### src/rtl/scrambler_pkg.sv
// Shared definitions for the parallel scrambler: operating modes.
package scrambler_pkg;

    typedef enum logic [1:0] {
        MODE_ADD      = 2'd0,
        MODE_SS_SCR   = 2'd1,
        MODE_SS_DESCR = 2'd2,
        MODE_BYPASS   = 2'd3
    } mode_e;

endpackage

### src/rtl/par_scrambler_if.sv
// Word stream, handshake and seed/mode load signals of the parallel scrambler.
interface par_scrambler_if #(
    parameter int DATA_W = 8,
    parameter int LFSR_W = 31
) ();
    logic              load;
    logic [LFSR_W-1:0] seed;
    logic [1:0]        mode;
    logic              in_valid;
    logic              in_ready;
    logic [DATA_W-1:0] in_data;
    logic              out_valid;
    logic              out_ready;
    logic [DATA_W-1:0] out_data;
    logic              seed_err;

    modport master (
        output load, seed, mode, in_valid, in_data, out_ready,
        input  in_ready, out_valid, out_data, seed_err
    );

    modport slave (
        input  load, seed, mode, in_valid, in_data, out_ready,
        output in_ready, out_valid, out_data, seed_err
    );
endinterface

### src/rtl/scrambler_core.sv
// Combinational unroll of DATA_W scrambler bit-steps, bit 0 processed first.
module scrambler_core
    import scrambler_pkg::*;
#(
    parameter int LFSR_W = 31,
    parameter int DATA_W = 8,
    parameter int TAP_A  = 30,
    parameter int TAP_B  = 27
) (
    input  logic [LFSR_W-1:0] state_i,
    input  logic [DATA_W-1:0] data_i,
    input  mode_e             mode_i,
    output logic [LFSR_W-1:0] state_o,
    output logic [DATA_W-1:0] data_o
);
    logic [LFSR_W-1:0] s;
    logic              ob;
    logic              fb;

    always_comb begin
        s      = state_i;
        data_o = '0;
        ob     = 1'b0;
        fb     = 1'b0;
        for (int k = 0; k < DATA_W; k++) begin
            case (mode_i)
                MODE_ADD: begin
                    ob = data_i[k] ^ s[TAP_A];
                    fb = s[TAP_A] ^ s[TAP_B];
                end
                MODE_SS_SCR: begin
                    ob = data_i[k] ^ s[TAP_A] ^ s[TAP_B];
                    fb = ob;
                end
                MODE_SS_DESCR: begin
                    ob = data_i[k] ^ s[TAP_A] ^ s[TAP_B];
                    fb = data_i[k];
                end
                default: begin
                    ob = data_i[k];
                    fb = 1'b0;
                end
            endcase
            data_o[k] = ob;
            // Bypass leaves the register untouched so a later mode resumes where it left off.
            if (mode_i != MODE_BYPASS) begin
                s = {s[LFSR_W-2:0], fb};
            end
        end
        state_o = s;
    end
endmodule

### src/rtl/par_scrambler.sv
// Parallel LFSR scrambler/descrambler with handshake, runtime seed/mode load and periodic re-seed.
module par_scrambler
    import scrambler_pkg::*;
#(
    parameter int                DATA_W      = 8,
    parameter int                LFSR_W      = 31,
    parameter int                TAP_A       = 30,
    parameter int                TAP_B       = 27,
    parameter logic [LFSR_W-1:0] RESET_SEED  = 31'h7FFFFFFF,
    parameter int                FRAME_WORDS = 0
) (
    input logic           clk,
    input logic           reset,
    par_scrambler_if.slave bus
);
    localparam int CNT_W = (FRAME_WORDS > 1) ? $clog2(FRAME_WORDS) : 1;
    localparam logic [CNT_W-1:0] CNT_LAST = CNT_W'((FRAME_WORDS > 0) ? FRAME_WORDS - 1 : 0);
    localparam logic [LFSR_W-1:0] ONE_STATE = {{(LFSR_W-1){1'b0}}, 1'b1};

    logic [LFSR_W-1:0] state_q, state_d;
    logic [LFSR_W-1:0] seed_q, seed_d;
    mode_e             mode_q, mode_d;
    logic [CNT_W-1:0]  cnt_q, cnt_d;
    logic              out_valid_q, out_valid_d;
    logic [DATA_W-1:0] out_data_q, out_data_d;
    logic              seed_err_q, seed_err_d;

    logic [LFSR_W-1:0] core_state;
    logic [DATA_W-1:0] core_data;
    mode_e             ld_mode;
    logic              ld_zero;
    logic [LFSR_W-1:0] ld_state;
    logic [LFSR_W-1:0] reseed_state;
    logic              in_ready;
    logic              accept;

    scrambler_core #(
        .LFSR_W (LFSR_W),
        .DATA_W (DATA_W),
        .TAP_A  (TAP_A),
        .TAP_B  (TAP_B)
    ) u_core (
        .state_i (state_q),
        .data_i  (bus.in_data),
        .mode_i  (mode_q),
        .state_o (core_state),
        .data_o  (core_data)
    );

    // An all-zero additive LFSR would lock up, so a zero seed is replaced by a single set LSB.
    assign ld_mode      = mode_e'(bus.mode);
    assign ld_zero      = (ld_mode == MODE_ADD) && (bus.seed == '0);
    assign ld_state     = ld_zero ? ONE_STATE : bus.seed;
    assign reseed_state = (seed_q == '0) ? ONE_STATE : seed_q;

    assign in_ready = !bus.load && (!out_valid_q || bus.out_ready);
    assign accept   = bus.in_valid && in_ready;

    always_comb begin
        state_d     = state_q;
        seed_d      = seed_q;
        mode_d      = mode_q;
        cnt_d       = cnt_q;
        out_valid_d = out_valid_q;
        out_data_d  = out_data_q;
        seed_err_d  = seed_err_q;

        if (out_valid_q && bus.out_ready) begin
            out_valid_d = 1'b0;
        end

        if (bus.load) begin
            seed_d     = bus.seed;
            mode_d     = ld_mode;
            state_d    = ld_state;
            seed_err_d = ld_zero;
            cnt_d      = '0;
        end else if (accept) begin
            out_valid_d = 1'b1;
            out_data_d  = core_data;
            state_d     = core_state;
            if ((FRAME_WORDS > 0) && (mode_q == MODE_ADD)) begin
                if (cnt_q == CNT_LAST) begin
                    state_d = reseed_state;
                    cnt_d   = '0;
                end else begin
                    cnt_d = cnt_q + CNT_W'(1);
                end
            end
        end
    end

    always_ff @(posedge clk) begin
        if (reset) begin
            state_q     <= RESET_SEED;
            seed_q      <= RESET_SEED;
            mode_q      <= MODE_ADD;
            cnt_q       <= '0;
            out_valid_q <= 1'b0;
            out_data_q  <= '0;
            seed_err_q  <= 1'b0;
        end else begin
            state_q     <= state_d;
            seed_q      <= seed_d;
            mode_q      <= mode_d;
            cnt_q       <= cnt_d;
            out_valid_q <= out_valid_d;
            out_data_q  <= out_data_d;
            seed_err_q  <= seed_err_d;
        end
    end

    assign bus.in_ready  = in_ready;
    assign bus.out_valid = out_valid_q;
    assign bus.out_data  = out_data_q;
    assign bus.seed_err  = seed_err_q;
endmodule

### src/flat_wrapper.sv
// flat-port wrapper written by rule: the top's interface ports become plain ports
module par_scrambler_flat import scrambler_pkg::*;
#(
    parameter int                DATA_W      = 8,
    parameter int                LFSR_W      = 31,
    parameter int                TAP_A       = 30,
    parameter int                TAP_B       = 27,
    parameter logic [LFSR_W-1:0] RESET_SEED  = 31'h7FFFFFFF,
    parameter int                FRAME_WORDS = 0
)
  (clk, reset, bus_load, bus_seed, bus_mode, bus_in_valid, bus_in_data, bus_out_ready, bus_in_ready, bus_out_valid, bus_out_data, bus_seed_err);
  par_scrambler_if #(.DATA_W(DATA_W), .LFSR_W(LFSR_W)) bus_i ();
  input logic clk;
  input logic reset;
  input wire logic [$bits(bus_i.load)-1:0] bus_load;
  input wire logic [$bits(bus_i.seed)-1:0] bus_seed;
  input wire logic [$bits(bus_i.mode)-1:0] bus_mode;
  input wire logic [$bits(bus_i.in_valid)-1:0] bus_in_valid;
  input wire logic [$bits(bus_i.in_data)-1:0] bus_in_data;
  input wire logic [$bits(bus_i.out_ready)-1:0] bus_out_ready;
  output wire logic [$bits(bus_i.in_ready)-1:0] bus_in_ready;
  output wire logic [$bits(bus_i.out_valid)-1:0] bus_out_valid;
  output wire logic [$bits(bus_i.out_data)-1:0] bus_out_data;
  output wire logic [$bits(bus_i.seed_err)-1:0] bus_seed_err;
  assign bus_i.load = bus_load;
  assign bus_i.seed = bus_seed;
  assign bus_i.mode = bus_mode;
  assign bus_i.in_valid = bus_in_valid;
  assign bus_i.in_data = bus_in_data;
  assign bus_i.out_ready = bus_out_ready;
  assign bus_in_ready = bus_i.in_ready;
  assign bus_out_valid = bus_i.out_valid;
  assign bus_out_data = bus_i.out_data;
  assign bus_seed_err = bus_i.seed_err;
  par_scrambler #(.DATA_W(DATA_W), .LFSR_W(LFSR_W), .TAP_A(TAP_A), .TAP_B(TAP_B), .RESET_SEED(RESET_SEED), .FRAME_WORDS(FRAME_WORDS)) u_core (.clk(clk), .reset(reset), .bus(bus_i));
endmodule
### config.mk
export PLATFORM = sky130hd
export DESIGN_NAME = par_scrambler_flat
export DESIGN_NICKNAME = d
export VERILOG_FILES = /design/src/rtl/scrambler_pkg.sv /design/src/rtl/par_scrambler_if.sv /design/src/rtl/scrambler_core.sv /design/src/rtl/par_scrambler.sv /design/src/flat_wrapper.sv
export SDC_FILE = /design/constraint.sdc
export NUM_CORES = 1
export LEC_CHECK = 0
export BUFFER_PORTS_ARGS = -buffer_cell sky130_fd_sc_hd__buf_2
export CAP_MARGIN = 20
export CORE_ASPECT_RATIO = 0.7
export CORE_MARGIN = 8
export CORE_UTILIZATION = 50
export CTS_CLUSTER_SIZE = 25
export DETAILED_ROUTE_END_ITERATION = 6
export GPL_ROUTABILITY_DRIVEN = 0
export PLACE_DENSITY = 0.85
export SLEW_MARGIN = 40
export SYNTH_ARGS = -nofsm -noshare
export SYNTH_HDL_FRONTEND = slang
export SYNTH_SLANG_ARGS = --single-unit
### constraint.sdc
create_clock -name clk -period 2.8 [get_ports clk]
set_input_delay 0.56 -clock clk [delete_from_list [all_inputs] [get_ports clk]]
set_output_delay 0.56 -clock clk [all_outputs]
set_load 0.01 [all_outputs]
# Yosys cells after proc, flatten, opt, wreduce, memory -nomap -nowiden
# Index checks and enable logic that the tools add are counted.
# totals
in_bits	46
out_inout_bits	11
reg_bits	43
word_cells	76
# op_classes
n_eq_ne	3
n_bitwise	25
muxes	30
reduce_logical	13
# ops
cell	n
two-way mux 31 bit	11
zero test 31 bit	1
one-hot mux 1 bit (3 select lines)	8
bitwise XOR 1 bit	24
one-hot mux 1 bit (2 select lines)	8
logical AND 1 bit	4
zero test 2 bit	2
two-way mux 1 bit	3
== test 2 x 1 -> 1 bit, second input constant	1
== test 2 bit, second input constant	1
zero test 1 bit	2
!= test 2 bit, second input constant	1
AND reduction 2 bit	1
nonzero test 2 bit	1
OR reduction 2 bit	1
logical OR 1 bit	1
inverter 1 bit	1

# Longest topological paths before layout
# depth
ltp_word	34
ltp_mapped	9

# Hierarchy
# A second synthesis with hierarchy kept.
# hier_totals
cells_unflattened	436
hier_area_um2	3400.8
# modules_own_cells
module	seq_area_each_um2	area_per_inst_um2	cells_per_inst	n_inst
par_scrambler	860.8	2087.0	241	1
scrambler_core	0.0	1313.8	195	1

# Worst setup path before layout
# OpenSTA, ideal clock, no wires.
# synth_timing
kind	flip-flop to flip-flop
from	register u_core.mode_q[0]
to	register u_core.state_q[0]
setup_ns	0.122
n_path_buf	1
required_ns	2.678
stages_incl_launch_ff	8
slack_ns	0.772
arrival_ns	1.906
path_cell_list	dfxtp_1 ha_1 buf_6 mux2i_4 mux2_4 o211ai_1 o211ai_1 a311o_1
# synth_via
elab_chain_cells	14
# synth_lines
item	line	rtl
start, declared	par_scrambler.sv:22	mode_e mode_q, mode_d;
start signal, assigned	par_scrambler.sv:105	mode_q <= mode_d;
!= test 2 bit	scrambler_core.sv:46	if (mode_i != MODE_BYPASS) begin
two-way mux 31 bit	scrambler_core.sv:46	
bitwise XOR 1 bit / two-way mux 31 bit (equally long branches) (2 in series)	scrambler_core.sv:32, scrambler_core.sv:46	
one-hot mux 1 bit (3 select lines) (tied with other cells)	scrambler_core.sv:26	case (mode_i)
two-way mux 31 bit (tied with other cells) (5 in series)	scrambler_core.sv:46	
two-way mux 31 bit / one-hot mux 1 bit (3 select lines) (equally long branches)	scrambler_core.sv:46, scrambler_core.sv:26	
two-way mux 31 bit (*)	scrambler_core.sv:46	
two-way mux 31 bit (*)	par_scrambler.sv:78	end else if (accept) begin
two-way mux 31 bit (*)	par_scrambler.sv:72	if (bus.load) begin
end signal, assigned	par_scrambler.sv:103	state_q <= state_d;
end, declared	par_scrambler.sv:20	logic [LFSR_W-1:0] state_q, state_d;
# Mark *: on every way between the ends. The rest lies on a longest branch, timed or not. The select of a mux whose other input is x is not followed.
# A chain may end at the register's enable or synchronous reset.

# Worst setup path in the final report
# layout_timing
from	register u_core.mode_q[0]
to	register u_core.state_q[1]
# layout_via
elab_chain_cells	14
# layout_lines
item	line
!= test 2 bit	scrambler_core.sv:46
two-way mux 31 bit	scrambler_core.sv:46
bitwise XOR 1 bit / two-way mux 31 bit (equally long branches) (2 in series)	scrambler_core.sv:32, scrambler_core.sv:46
one-hot mux 1 bit (3 select lines) (tied with other cells)	scrambler_core.sv:26
two-way mux 31 bit (tied with other cells) (4 in series)	scrambler_core.sv:46
two-way mux 31 bit / one-hot mux 1 bit (3 select lines) (equally long branches)	scrambler_core.sv:46, scrambler_core.sv:26
two-way mux 31 bit	scrambler_core.sv:46
two-way mux 31 bit (*)	scrambler_core.sv:46
two-way mux 31 bit (*)	par_scrambler.sv:78
two-way mux 31 bit (*)	par_scrambler.sv:72
# Marks and branches as above.

==> results.md <==
* PostCTS Resize Cnt at 0
* Leak pwr at ~0.0014 µW
* Clock Latency Late Sink at slightly above 0.3 ns
* Relative slew slack at 48.3%
* Final min period at 2.44 ns
* Row count at 23
* CTS Root Cell: clkbuf_8
* Post-route antenna net violation count at 0
* GRT Util Overall at 22.5%
* Main combinational cell family by area after synthesis: compound AO/OA/AOI/OAI gates
* Mapped Cells at ~380
* Fin. Hold Viols at 0
* Ys Warns at 0
* Synth Area in Simple Gates at about a fifth
* Post-CTS setup buffer count at 0
* Period utilisation layout at 87.3%
* CP startpoint kind: register
* IO Pins at 57
* Synthesized-area fraction occupied by adder cells at 2.13%
* Critical path arrival at 2.63 ns
* Post-synth EDFFs at 0
* Mux cell area share after synthesis at 8.13%
* Seq/Total Area, Yosys at 29.3%
* Final core utilization at 59.5%
* Flops & latches, synth at between 40 and 50
* H-tree depth at 2
* Count of maximum capacitance violations at 0
* Post-DR wirelength/cell at 19.1 µm
* Final Max Tran Viols at 0
* Commonest non-fill, non-tap cell in the layout: buf_2
* Setup WS post-layout at 0.356 ns
* First-pass GRT wire length at between 15,000 and 20,000 µm
* Final-report setup violation count at 0
* Clock skew at 0.00688 ns
* Die W at 108 µm
* Yosys cell types at 50
* Overall power at 1590 µW
* Mean Syn Cell Area at 7.69 µm²
* Final WL at ~9600 µm
* XOR/XNOR Fraction of Synth Area at 5.37%
* Max FO, Critical Path at 12
* Die H at 80.1 µm
* Crit path max-delay cell type: dfxtp_1
* CP max stage delay at 0.42 ns
* Status: complete, no violations
* ANT cells at 0
* Crit path capture type: register
* Top cell type's share of synthesized area at between 20% and 30%
* Longest Clk Path Bufs at 2
* Via count at 3,283
* Inserted Clock Buffers at 5
* Vias in the first global route at 3,043
* HPWL Detailed at a little over 7000 µm
* Cell Pwr Density at about 470 nW/µm²
* Placed cells at 495
* Core area at 5700 µm²
* DR iter-0 viols at around 380
* Final cell count without fillers at 503
* Grt ovf at 0
* Largest net degree at the start of global routing at 26
* DRC violations left at 0
* Synthesis-to-finish area growth at 15.5%
* Post-synth ARST share at 0%
* Syn nets at 433
* DIE AREA at 8620 µm²
* Post-synthesis cell area at 2940 µm²
* Crit path cell chain: ha_1 -> buf_4 -> mux2i_1 -> xor2_1 -> o22ai_1 -> a2111oi_2 -> o211ai_1
* Synth Area in Compound Gates at 28.4%
* Clock Pin Slew Worst Setup and Hold Paths at approximately 0.090 ns
* Largest cells by area after synthesis: dfxtp_1, nand2_1, a21oi_1
* RSZ-0062 raised after global routing: false
* Clk sink count at 43
* Worst hold path class: reg2reg
* Setup_tns at 0 ns
* Cts-stage hold buffer count at 0
* Kind of critical path: reg2reg
* VDD IR max at 0.245 mV
* Most frequent cells in the layout: buf_2, nand2_1, dfxtp_1
* DRT Pass-1 Iters at 5
* Port bufs at between 50 and 60
* Synth Flop Type: dfxtp_1
* Antenna violations before repair at 0
* Initial Util at between 50 and 60%
* Worst EP required at 2.99 ns
* FMAX at 0.409 GHz
* Final #Nets at about 480
* Dpl ws at 0.229 ns
* FILL cells at approximately 530
* Via density at ~6.5
* Worst Tran Pin Value at ~0.77 ns
* CTS tree: yes
* Layout cells sized above 1 at between 20% and 30%
* Cell type with the largest total area after synthesis: dfxtp_1
[cell usage after synthesis, drive strengths merged (9+ instances only)]
master	count
nor2	31
o211ai	15
mux2i	11
a21oi	35
nor4	9
dfxtp	43
xnor2	11
a221oi	10
nand2	48
inv	14
clkbuf	19
o21ai	14
buf	14
nand3	14
[report_power, final]
group          internal, µW  leakage [µW]  switching [µW]
Clock                   225     0.0000505             233
Combinational           179      0.000970             241
Sequential              660      0.000357            53.9
Total                  1060       0.00138             528
[worst paths after layout]
check / start / endpoint / slack (ns) / depth (start not counted)
worst max register to register: u_core.mode_q[0] / u_core.state_q[1] / 0.36 / 7
worst min register to register: u_core.state_q[14] / u_core.state_q[14] / 0.45 / 2
worst max-delay path: u_core.mode_q[0] / u_core.state_q[1] / 0.36 / 7
worst min-delay path: u_core.state_q[14] / u_core.state_q[14] / 0.45 / 2
[sequential cells by signal, indices dropped and copies added (netlist names)]
name                  cells
u_core.bus.out_data       8
u_core.bus.seed_err       1
u_core.state_q           31
u_core.bus.out_valid      1
u_core.mode_q             2
[metal layers]
metal | wire length [µm] | vias up | GRT usage (%) | share of wire, %
met2 | 4100 | 256 | 33.4 | 43
li1 | - | 1487 | - | -
met1 | 4030 | 1518 | 31.3 | 42
met3 | 1320 | 22 | 5.92 | 14
met4 | 134 | 0 | 5.79 | 1.4
met5 | 0 | - | 0 | 0
[logic make-up after synthesis]
| group | count (synthesis) |
|---|---|
| AOI/OAI and AO/OA | 120 |
| xor gates and xnor gates | 18 |
| adders and majority gates | 5 |
| buffers and inverters | 47 |
| DFF | 43 |
| muxes | 19 |
| and+or+nand+nor | 130 |
[critical path: cells and delay by family (launching register included)]
kind	cells	cell delay (ns)
muxes	1	0.40
AOI/OAI and AO/OA	3	0.64
buffers and inverters	1	0.27
DFF	1	0.42
xor gates and xnor gates	1	0.31
adders and majority gates	1	0.28
[through the flow]
step | area [µm²] | hold WS, ns
floorplan | 2940 | 0.422
global placement | 3290 | 0.433
detailed placement | 3290 | 0.440
CTS | 3390 | 0.453
global route | 3390 | 0.480
finish | 3390 | 0.453
[final cells by class]
type | count | area (µm²) | share of cell area [%]
Multi-Input combinational cell | 292 | 1890 | 55.7
Clock inverter | 1 | 7.51 | 0.221
Clock buffer | 7 | 96.3 | 2.84
Sequential cell | 43 | 861 | 25.4
Inverter | 14 | 52.6 | 1.55
Tap cell | 75 | 93.8 | 2.77
Timing Repair Buffer | 71 | 393 | 11.6
No activity file was read; power rests on OpenSTA's default activity.
